==> src/rtl/disp_pkg.sv <==
// Shared state encoding, idle word and grant helpers for display_arbiter.
// The BLANK state exists only when DISP_ARB_BLANK_EN is defined.
package disp_pkg;

`ifdef DISP_ARB_BLANK_EN
    typedef enum logic [1:0] {
        ST_IDLE  = 2'd0,
        ST_OWN0  = 2'd1,
        ST_OWN1  = 2'd2,
        ST_BLANK = 2'd3
    } disp_state_e;
`else
    typedef enum logic [1:0] {
        ST_IDLE = 2'd0,
        ST_OWN0 = 2'd1,
        ST_OWN1 = 2'd2
    } disp_state_e;
`endif

    localparam logic [15:0] IDLE_WORD = 16'h0000;

    function automatic disp_state_e own_state(input logic who);
        return who ? ST_OWN1 : ST_OWN0;
    endfunction

    function automatic logic [1:0] grant_of(input logic who);
        return who ? 2'b10 : 2'b01;
    endfunction

endpackage

==> src/rtl/dwell_timer.sv <==
// Loadable down-counter that saturates at zero; zero flag is combinational from the count.
module dwell_timer #(
    parameter int unsigned WIDTH = 8
) (
    input  logic             clk,
    input  logic             rst,
    input  logic             load,
    input  logic [WIDTH-1:0] load_val,
    output logic             zero
);

    logic [WIDTH-1:0] count_q, count_d;

    always_comb begin
        count_d = count_q;
        if (load) begin
            count_d = load_val;
        end else if (count_q != '0) begin
            count_d = count_q - WIDTH'(1);
        end
    end

    always_ff @(posedge clk) begin
        if (!rst) begin
            count_q <= '0;
        end else begin
            count_q <= count_d;
        end
    end

    assign zero = (count_q == '0);

endmodule

==> src/rtl/display_arbiter.sv <==
// Round-robin owner of a four-digit hex display with a minimum dwell per grant.
// Defining DISP_ARB_BLANK_EN inserts a dark BLANK interval between owners.
//   state | meaning
//   IDLE  | no owner, display dark
//   OWN0  | requester 0 owns the display
//   OWN1  | requester 1 owns the display
//   BLANK | dark gap before handing over to target_q
module display_arbiter #(
    parameter int unsigned DWELL_CYCLES = 50000000,
    parameter int unsigned BLANK_CYCLES = 5000000
) (
    input  logic        clk,
    input  logic        rst,
    input  logic [1:0]  req,
    input  logic [15:0] word0,
    input  logic [15:0] word1,
    output logic [1:0]  grant,
    output logic [15:0] word2display,
    output logic        blank,
    output logic        busy
);
    import disp_pkg::*;

    localparam int unsigned DW = $clog2(DWELL_CYCLES + 1);
    localparam logic [DW-1:0] DWELL_LOAD = DW'(DWELL_CYCLES - 1);

    if (DWELL_CYCLES == 0 || BLANK_CYCLES == 0) begin : g_bad_param
        $error("display_arbiter: DWELL_CYCLES and BLANK_CYCLES must be at least 1");
    end

    disp_state_e state_q, state_d;
    logic        ptr_q, ptr_d;
    logic [1:0]  grant_q, grant_d;
    logic [15:0] word_q, word_d;
    logic        blank_q, blank_d;
    logic        busy_q, busy_d;
    logic        dwell_load, dwell_zero;
    logic        take, who, owner;

    dwell_timer #(.WIDTH(DW)) u_dwell (
        .clk      (clk),
        .rst      (rst),
        .load     (dwell_load),
        .load_val (DWELL_LOAD),
        .zero     (dwell_zero)
    );

`ifdef DISP_ARB_BLANK_EN
    localparam int unsigned BW = $clog2(BLANK_CYCLES + 1);
    localparam logic [BW-1:0] BLANK_LOAD = BW'(BLANK_CYCLES - 1);

    logic target_q, target_d, blank_load, blank_zero;

    dwell_timer #(.WIDTH(BW)) u_blank (
        .clk      (clk),
        .rst      (rst),
        .load     (blank_load),
        .load_val (BLANK_LOAD),
        .zero     (blank_zero)
    );
`endif

    always_comb begin
        state_d    = state_q;
        ptr_d      = ptr_q;
        grant_d    = grant_q;
        word_d     = word_q;
        blank_d    = blank_q;
        busy_d     = busy_q;
        dwell_load = 1'b0;
        take       = 1'b0;
        who        = 1'b0;
        owner      = (state_q == ST_OWN1);
`ifdef DISP_ARB_BLANK_EN
        target_d   = target_q;
        blank_load = 1'b0;
`endif
        case (state_q)
            ST_IDLE: begin
                if (req != 2'b00) begin
                    take = 1'b1;
                    who  = (req == 2'b11) ? ptr_q : req[1];
                end
            end
            ST_OWN0, ST_OWN1: begin
                if (dwell_zero) begin
                    if (req[~owner]) begin
`ifdef DISP_ARB_BLANK_EN
                        state_d    = ST_BLANK;
                        target_d   = ~owner;
                        blank_load = 1'b1;
`else
                        take = 1'b1;
                        who  = ~owner;
`endif
                    end else if (!req[owner]) begin
                        state_d = ST_IDLE;
                    end
                end
            end
`ifdef DISP_ARB_BLANK_EN
            ST_BLANK: begin
                // Fall back to the previous owner if the target gave up during the gap
                if (blank_zero) begin
                    if (req[target_q]) begin
                        take = 1'b1;
                        who  = target_q;
                    end else if (req[~target_q]) begin
                        take = 1'b1;
                        who  = ~target_q;
                    end else begin
                        state_d = ST_IDLE;
                    end
                end
            end
`endif
            default: state_d = ST_IDLE;
        endcase

        if (take) begin
            state_d    = own_state(who);
            ptr_d      = ~who;
            dwell_load = 1'b1;
        end

        // Outputs follow the next state; the word tracks the owner from its second cycle on
        case (state_d)
            ST_OWN0, ST_OWN1: begin
                grant_d = grant_of(state_d == ST_OWN1);
                blank_d = 1'b0;
                busy_d  = take || !dwell_zero;
                if (state_q == state_d) begin
                    word_d = (state_d == ST_OWN1) ? word1 : word0;
                end
            end
`ifdef DISP_ARB_BLANK_EN
            ST_BLANK: begin
                grant_d = 2'b00;
                blank_d = 1'b1;
                busy_d  = 1'b0;
            end
`endif
            default: begin
                grant_d = 2'b00;
                word_d  = IDLE_WORD;
                blank_d = 1'b1;
                busy_d  = 1'b0;
            end
        endcase
    end

    always_ff @(posedge clk) begin
        if (!rst) begin
            state_q  <= ST_IDLE;
            ptr_q    <= 1'b0;
            grant_q  <= 2'b00;
            word_q   <= IDLE_WORD;
            blank_q  <= 1'b1;
            busy_q   <= 1'b0;
`ifdef DISP_ARB_BLANK_EN
            target_q <= 1'b0;
`endif
        end else begin
            state_q  <= state_d;
            ptr_q    <= ptr_d;
            grant_q  <= grant_d;
            word_q   <= word_d;
            blank_q  <= blank_d;
            busy_q   <= busy_d;
`ifdef DISP_ARB_BLANK_EN
            target_q <= target_d;
`endif
        end
    end

    assign grant        = grant_q;
    assign word2display = word_q;
    assign blank        = blank_q;
    assign busy         = busy_q;

endmodule

==> config.mk <==
export PLATFORM = sky130hd
export DESIGN_NAME = display_arbiter
export DESIGN_NICKNAME = d
export VERILOG_FILES = /design/src/rtl/disp_pkg.sv /design/src/rtl/dwell_timer.sv /design/src/rtl/display_arbiter.sv
export SDC_FILE = /design/constraint.sdc
export NUM_CORES = 1
export LEC_CHECK = 0
export ABC_CLOCK_PERIOD_IN_PS = 7750
export CORE_MARGIN = 2
export CORE_UTILIZATION = 54
export CTS_CLUSTER_SIZE = 14
export DETAILED_ROUTE_END_ITERATION = 8
export GPL_TIMING_DRIVEN = 0
export PLACE_DENSITY = 0.85
export SETUP_SLACK_MARGIN = 0.2
export SYNTH_ARGS = -nofsm -noshare
export SYNTH_HDL_FRONTEND = slang
export SYNTH_SLANG_ARGS = --single-unit
==> constraint.sdc <==
create_clock -name clk -period 7.75 [get_ports clk]
set_input_delay 1.55 -clock clk [delete_from_list [all_inputs] [get_ports clk]]
set_output_delay 1.55 -clock clk [all_outputs]
set_load 0.1 [all_outputs]
==> results of run 1 <==
==> flip-flops by register name, summed over array words and instances (netlist names) <==
signal,flops
busy,1
blank,1
state_q,2
u_dwell.count_q,26
ptr_q,1
grant,2
word2display,16
==> path summary, 6_finish.rpt <==
check             cells past startpoint                 from             endpoint
setup / recovery                     10               req[1]     word2display[15]
hold / removal                        2  u_dwell.count_q[11]  u_dwell.count_q[11]
setup reg to reg                     11  u_dwell.count_q[12]     word2display[15]
hold reg to reg                       2  u_dwell.count_q[11]  u_dwell.count_q[11]
==> logic make-up after synthesis <==
group | count (synthesis)
XOR/XNOR | 21
buffers and inverters | 22
multiplexers | 18
flip-flops | 49
AO/OA/AOI/OAI | 68
adder cells (fa/ha/maj) | 6
AND/OR/NAND/NOR | 80
==> metrics by stage <==
stage | cell area (sq um) | instances
2_1_floorplan | 2470 | 264
3_3_place_gp | 3080 | 371
3_5_place_dp | 3080 | 371
4_1_cts | 3200 | 379
5_1_grt | 3200 | 379
6_report | 3200 | 379
==> synthesized netlist by cell type, types with 4 or more instances <==
master    number
nor4_1         6
nor2_1        25
nand3_1        4
ha_1           6
a21oi_1       14
nand2_1       14
clkbuf_1      12
xor2_1         8
dfxtp_1       49
a21oi_2       11
nor3_1         7
a21boi_0      16
o31ai_1       16
xnor2_1       13
mux2i_1       18
nor2b_1        7
inv_1          7
==> per-layer routing <==
| layer | wire (um) | share of wire | vias to the layer above |
|---|---|---|---|
| met5 | 0 | 0 | - |
| met4 | 96 | 0.018 | 0 |
| met3 | 476 | 0.088 | 12 |
| met2 | 2450 | 0.46 | 72 |
| met1 | 2360 | 0.44 | 938 |
| li1 | - | - | 1060 |
==> area by class of cell <==
class	instances	area (sq um)	area share
clock buffers	6	82.6	0.0258
flip-flops and latches	49	981	0.306
repair buffers	55	551	0.172
inverters	7	26.3	0.00820
plain buffers	15	87.6	0.0273
clock inverters	2	37.5	0.0117
well taps	52	65.1	0.0203
multi-input cells	193	1370	0.429
==> worst max-delay path, cell delays in order <==
cell             delay (ns)
clkdlybuf4s50_1        0.59
nor2b_1                0.16
a41o_1                 0.25
nor2_1                 0.08
a21oi_1                0.26
ha_1                   0.20
clkbuf_1               0.41
clkbuf_1               0.57
mux2i_1                0.32
a21oi_2                0.09
==> power groups by stage <==
stage	clock [W]	combinational, W	sequential (W)
after floorplan	0	0.000244	0.000596
after global placement	0	0.000618	0.000356
after detailed placement	0	0.000623	0.000359
after CTS	0.000195	0.000627	0.000355
after global routing	0.000204	0.000666	0.000362
final	0.000191	0.000625	0.000355
==> flow_summary_export.csv, run 1 <==
group,metric,value,unit
status,status,"finished clean",
grt,grt_pass1_vias,2121,
place,hpwl,3.95,mm
floorplan,ios,56,
clock_network,numCtsBuffers,5,
power_and_ir_drop,swShare,0.480,
synth,yosys.area_share.simple,0.171,
place,port_buffers,55,
power_and_ir_drop,p_sw,0.000563,W
route,antenna_left,0,
power_and_ir_drop,total_power,0.00117,W
synth,muxShareOfSynthArea,0.0730,
clock_network,clock_latency,0.31,ns
synth,synth_fa_ha_area_frac,0.0304,
critical_path,crit_fanout,10,
power_and_ir_drop,clkPwrFrac,0.163,
power_and_ir_drop,pwr_density_cell,366,mW/mm^2
finish,layout_common_cells,"clkdlybuf4s50_1, dfxtp_1, nor2_1",
grt,grt_usage,0.233,
route,vias,2082,
floorplan,dieArea,0.00513,sq mm
floorplan,core-area,0.00438,sq mm
clock_network,ctsHoldBuffers,0,
finish,fill_cells,321,
grt,grt_pass1_wl,9.52,mm
route,via_per_inst,5.49,
synth,synth_compound_gate_area_share,0.207,
synth,synth_top_cell_by_area,"dfxtp_1",
place,gp_congestion,0.855,
synth,synth_flop_cell,"dfxtp_1",
place,dp_slack,3.10,ns
clock_network,cts-resized-gates,0,
synth,synth_xor_area_frac,0.0745,
grt,top_usage_layer,"met2",
floorplan,die_h,71.6,um
critical_path,worstSetupEndpointType,"register",
grt,antenna_found_initial,0,
power_and_ir_drop,p_leak,1.15,nW
grt,grt_use_met2,0.379,
sta,drv_slew,0,
synth,netlist.area_leader.share,0.398,
sta,fin_crit_sh,0.556,
power_and_ir_drop,intPower,0.000609,W
finish,final_layout_size_suffix_gt1_frac,0.0856,
finish,num_antenna_cells,0,
sta,finalWorstSetupSlack,3.44,ns
floorplan,initial_utilization,0.563,
floorplan,fp-row-count,24,
sta,fin_setup_tns,0,ns
route,drcViolationCount,0,
clock_network,path_clk_slew,0.10,ns
finish,nNetsFinal,368,
finish,syn_to_final_growth,29.8,%
critical_path,required,7.95,ns
finish,post-route-util,0.731,
clock_network,cts_setup_buffers,0,
power_and_ir_drop,power_frac_comb,0.534,
finish,mostFrequentLayoutCell,"clkdlybuf4s50_1",
synth,ys_async_sr_fraction,0,
synth,synth.avg_cell_area,9.35,sq um
critical_path,path_class,"input port to register",
route,post_drt_wl_per_cell,14.2,um
route,firstDrtPassIters,4,
floorplan,die_w,71.6,um
clock_network,htreeDepth,2,
route,wirelength,5.39,mm
synth,ys_seq_area_frac,0.398,
critical_path,worstPathArrival,4.50,ns
clock_network,cts_tree,"yes",
sta,fmax,0.232,GHz
grt,grt_max_degree,16,
synth,ys_ff_latch,49,
synth,yosysWarningCount,0,
power_and_ir_drop,p_seq_frac,0.303,
sta,finalHoldViolations,0,
synth,syn_inst,264,
sta,tightest_slew,1.01,ns
min_path,hold_class,"register to register",
power_and_ir_drop,vdd_drop_max,0.182,mV
sta,holdWs,0.483,ns
flow_run,cap_violations,0,
critical_path,r2r_slack,3.93,ns
clock_network,cts.sinks,49,
clock_network,cts-root-buf,"clkbuf_8",
synth,syn_nets,306,
grt,met3_usage,0.0928,
route,drt_iter0_drc,90,
synth,synth_edf_count,0,
sta,finalSetupViolCount,0,
grt,grt_overflow,0,
sta,rsz0062_at_grt,"no",
sta,slew-limit-headroom,0.325,
sta,post-route-min-period,4.31,ns
synth,yosys-top-cells-area,"dfxtp_1, mux2i_1, a21boi_0",
critical_path,cp-start-kind,"input port",
synth,syn_area,0.00247,sq mm
clock_network,clock_path_buffers,2,
sta,finalClockSkew,0.0107,ns
synth,synth_top_family_by_area,"compound AO/OA/AOI/OAI gates",
grt,use_met1,0.284,
synth,yosysUniqueCellTypes,42,
(Power assumes the default switching activity.)
==> run 2: changes to the inputs <==
--- a/config.mk
+++ b/config.mk
@@ -5,13 +5,13 @@
 export SDC_FILE = /design/constraint.sdc
 export NUM_CORES = 1
 export LEC_CHECK = 0
-export ABC_CLOCK_PERIOD_IN_PS = 7750
+export ABC_CLOCK_PERIOD_IN_PS = 3700
 export CORE_MARGIN = 2
-export CORE_UTILIZATION = 54
+export CORE_UTILIZATION = 45
 export CTS_CLUSTER_SIZE = 14
 export DETAILED_ROUTE_END_ITERATION = 8
 export GPL_TIMING_DRIVEN = 0
-export PLACE_DENSITY = 0.85
+export PLACE_DENSITY = 0.76
 export SETUP_SLACK_MARGIN = 0.2
 export SYNTH_ARGS = -nofsm -noshare
 export SYNTH_HDL_FRONTEND = slang
==> constraint.sdc (replaced) <==
create_clock -name clk -period 3.7 [get_ports clk]
set_input_delay 0.74 -clock clk [delete_from_list [all_inputs] [get_ports clk]]
set_output_delay 0.74 -clock clk [all_outputs]
set_load 0.1 [all_outputs]
==> run 2 against run 1 <==
Against the previous run: combinational power rose by 110%; clock power grew 100%; setup slack lost 3.0 ns; global-route usage fell by 5.0 points; critical path type is now register to register; largest cell class unchanged.
==> flow_summary_export.csv, run 2 (synthesis results as in run 1) <==
group,metric,value,unit
status,status,"finished clean",
critical_path,worstSetupEndpointType,"register",
power_and_ir_drop,swShare,0.482,
place,gp_congestion,0.852,
clock_network,cts_tree,"yes",
flow_run,cap_violations,0,
sta,post-route-min-period,3.24,ns
critical_path,path_class,"register to register",
power_and_ir_drop,clkPwrFrac,0.157,
sta,finalSetupViolCount,0,
clock_network,cts-root-buf,"clkbuf_8",
floorplan,die_w,78.0,um
sta,finalWorstSetupSlack,0.457,ns
sta,holdWs,0.481,ns
sta,finalHoldViolations,0,
power_and_ir_drop,p_seq_frac,0.304,
floorplan,die_h,78.0,um
critical_path,cp-start-kind,"register",
power_and_ir_drop,vdd_drop_max,0.435,mV
route,firstDrtPassIters,4,
grt,grt_pass1_wl,8.87,mm
route,drcViolationCount,0,
finish,final_area,0.00323,sq mm
finish,mostFrequentLayoutCell,"clkdlybuf4s50_1",
critical_path,crit_path_cell_trace,"or4_4, nor4_4, a41o_1, nor2_1, a21oi_1, ha_1, clkbuf_2, clkbuf_4, mux2i_1, a21oi_2",
finish,nNetsFinal,368,
clock_network,numCtsBuffers,5,
clock_network,path_clk_slew,0.09,ns
place,hpwl,3.93,mm
grt,grt_overflow,0,
sta,slew-limit-headroom,0.333,
clock_network,cts.sinks,49,
floorplan,ios,56,
finish,final_layout_size_suffix_gt1_frac,0.101,
sta,drv_slew,0,
sta,fmax,0.308,GHz
route,antenna_left,0,
power_and_ir_drop,power_frac_comb,0.540,
route,wirelength,5.34,mm
finish,layout_common_cells,"clkdlybuf4s50_1, dfxtp_1, nor2_1",
power_and_ir_drop,p_leak,1.17,nW
clock_network,cts_setup_buffers,0,
place,dp_slack,-0.161,ns
grt,antenna_found_initial,0,
sta,finalClockSkew,0.0101,ns
critical_path,cpMaxStageDelayCell,"or4_4",
sta,rsz0062_at_grt,"no",
route,post_drt_wl_per_cell,13.4,um
sta,fin_crit_sh,0.877,
route,drt_iter0_drc,91,
finish,largest_reg_flops,26,
place,place_area,0.00311,sq mm
critical_path,crit_fanout,10,
grt,grt_max_degree,16,
power_and_ir_drop,pwr_density_cell,755,mW/mm^2
clock_network,clock_latency,0.30,ns
floorplan,initial_utilization,0.474,
power_and_ir_drop,intPower,0.00126,W
floorplan,core-area,0.00520,sq mm
grt,grt_usage,0.183,
finish,num_antenna_cells,0,
finish,largest-register,"u_dwell.count_q",
critical_path,max_stage_delay,0.60,ns
grt,grt_pass1_vias,1940,
floorplan,fp-row-count,26,
clock_network,clock_path_buffers,2,
sta,tightest_slew,0.998,ns
power_and_ir_drop,p_sw,0.00118,W
critical_path,worstPathArrival,3.44,ns
route,via_per_inst,5.14,
floorplan,dieArea,0.00609,sq mm
min_path,hold_class,"register to register",
route,vias,2039,
critical_path,required,3.90,ns
place,port_buffers,55,
clock_network,htreeDepth,2,
finish,syn_to_final_growth,31.0,%
## run 2: cell type report
type	count	area, sq um
plain buffers	15	96.3
clock buffers	6	72.6
clock inverters	2	38.8
fillers	497	1970
inverters	7	26.3
multi-input cells	193	1380
flip-flops and latches	49	981
well taps	70	87.6
repair buffers	55	551
## run 2: path summary, 6_finish.rpt
path                        from                   to  slack, ns  cells after the start
max           u_dwell.count_q[3]     word2display[10]       0.46                     10
min          u_dwell.count_q[11]  u_dwell.count_q[11]       0.48                      2
max reg2reg   u_dwell.count_q[3]     word2display[10]       0.46                     10
min reg2reg  u_dwell.count_q[11]  u_dwell.count_q[11]       0.48                      2
## run 2: critical path, delay by kind of cell, from the launching register on
kind / cells / cell delay, ns
flops: 1 / 0.37
compound gates: 3 / 0.64
mux: 1 / 0.28
fa+ha+maj: 1 / 0.20
buf+inv: 2 / 0.55
simple gates: 3 / 1.10
## run 2: power groups by stage
stage	Combinational, W	Sequential, W	Clock, W
floorplan	0.000511	0.00125	0
global placement	0.00130	0.000744	0
detailed placement	0.00131	0.000749	0
CTS	0.00132	0.000738	0.000394
global route	0.00140	0.000756	0.000415
finish	0.00132	0.000740	0.000382
## run 2: repair_timing
action	in CTS	in global routing
endpoints found under the setup margin	11	17
hold buffers	0	0
resized for setup	3	7
## run 2: per-stage QoR
| step | std cells | total power [W] | utilization | TNS [ns] |
|---|---|---|---|---|
| floorplan | 264 | 0.00176 | - | 0 |
| global placement | 389 | 0.00205 | 0.597 | -0.619 |
| detailed placement | 389 | 0.00206 | 0.597 | -1.22 |
| CTS | 397 | 0.00245 | 0.619 | 0 |
| global route | 397 | 0.00257 | 0.621 | 0 |
| finish | 397 | 0.00244 | 0.621 | 0 |
## run 2: metal layers
| metal | up-vias | GRT usage | share of wire |
|---|---|---|---|
| met5 | - | 0 | 0 |
| met4 | 0 | 0.0474 | 0.0060 |
| met3 | 2 | 0.0828 | 0.077 |
| met2 | 55 | 0.290 | 0.45 |
| met1 | 926 | 0.228 | 0.46 |
| li1 | 1056 | - | - |
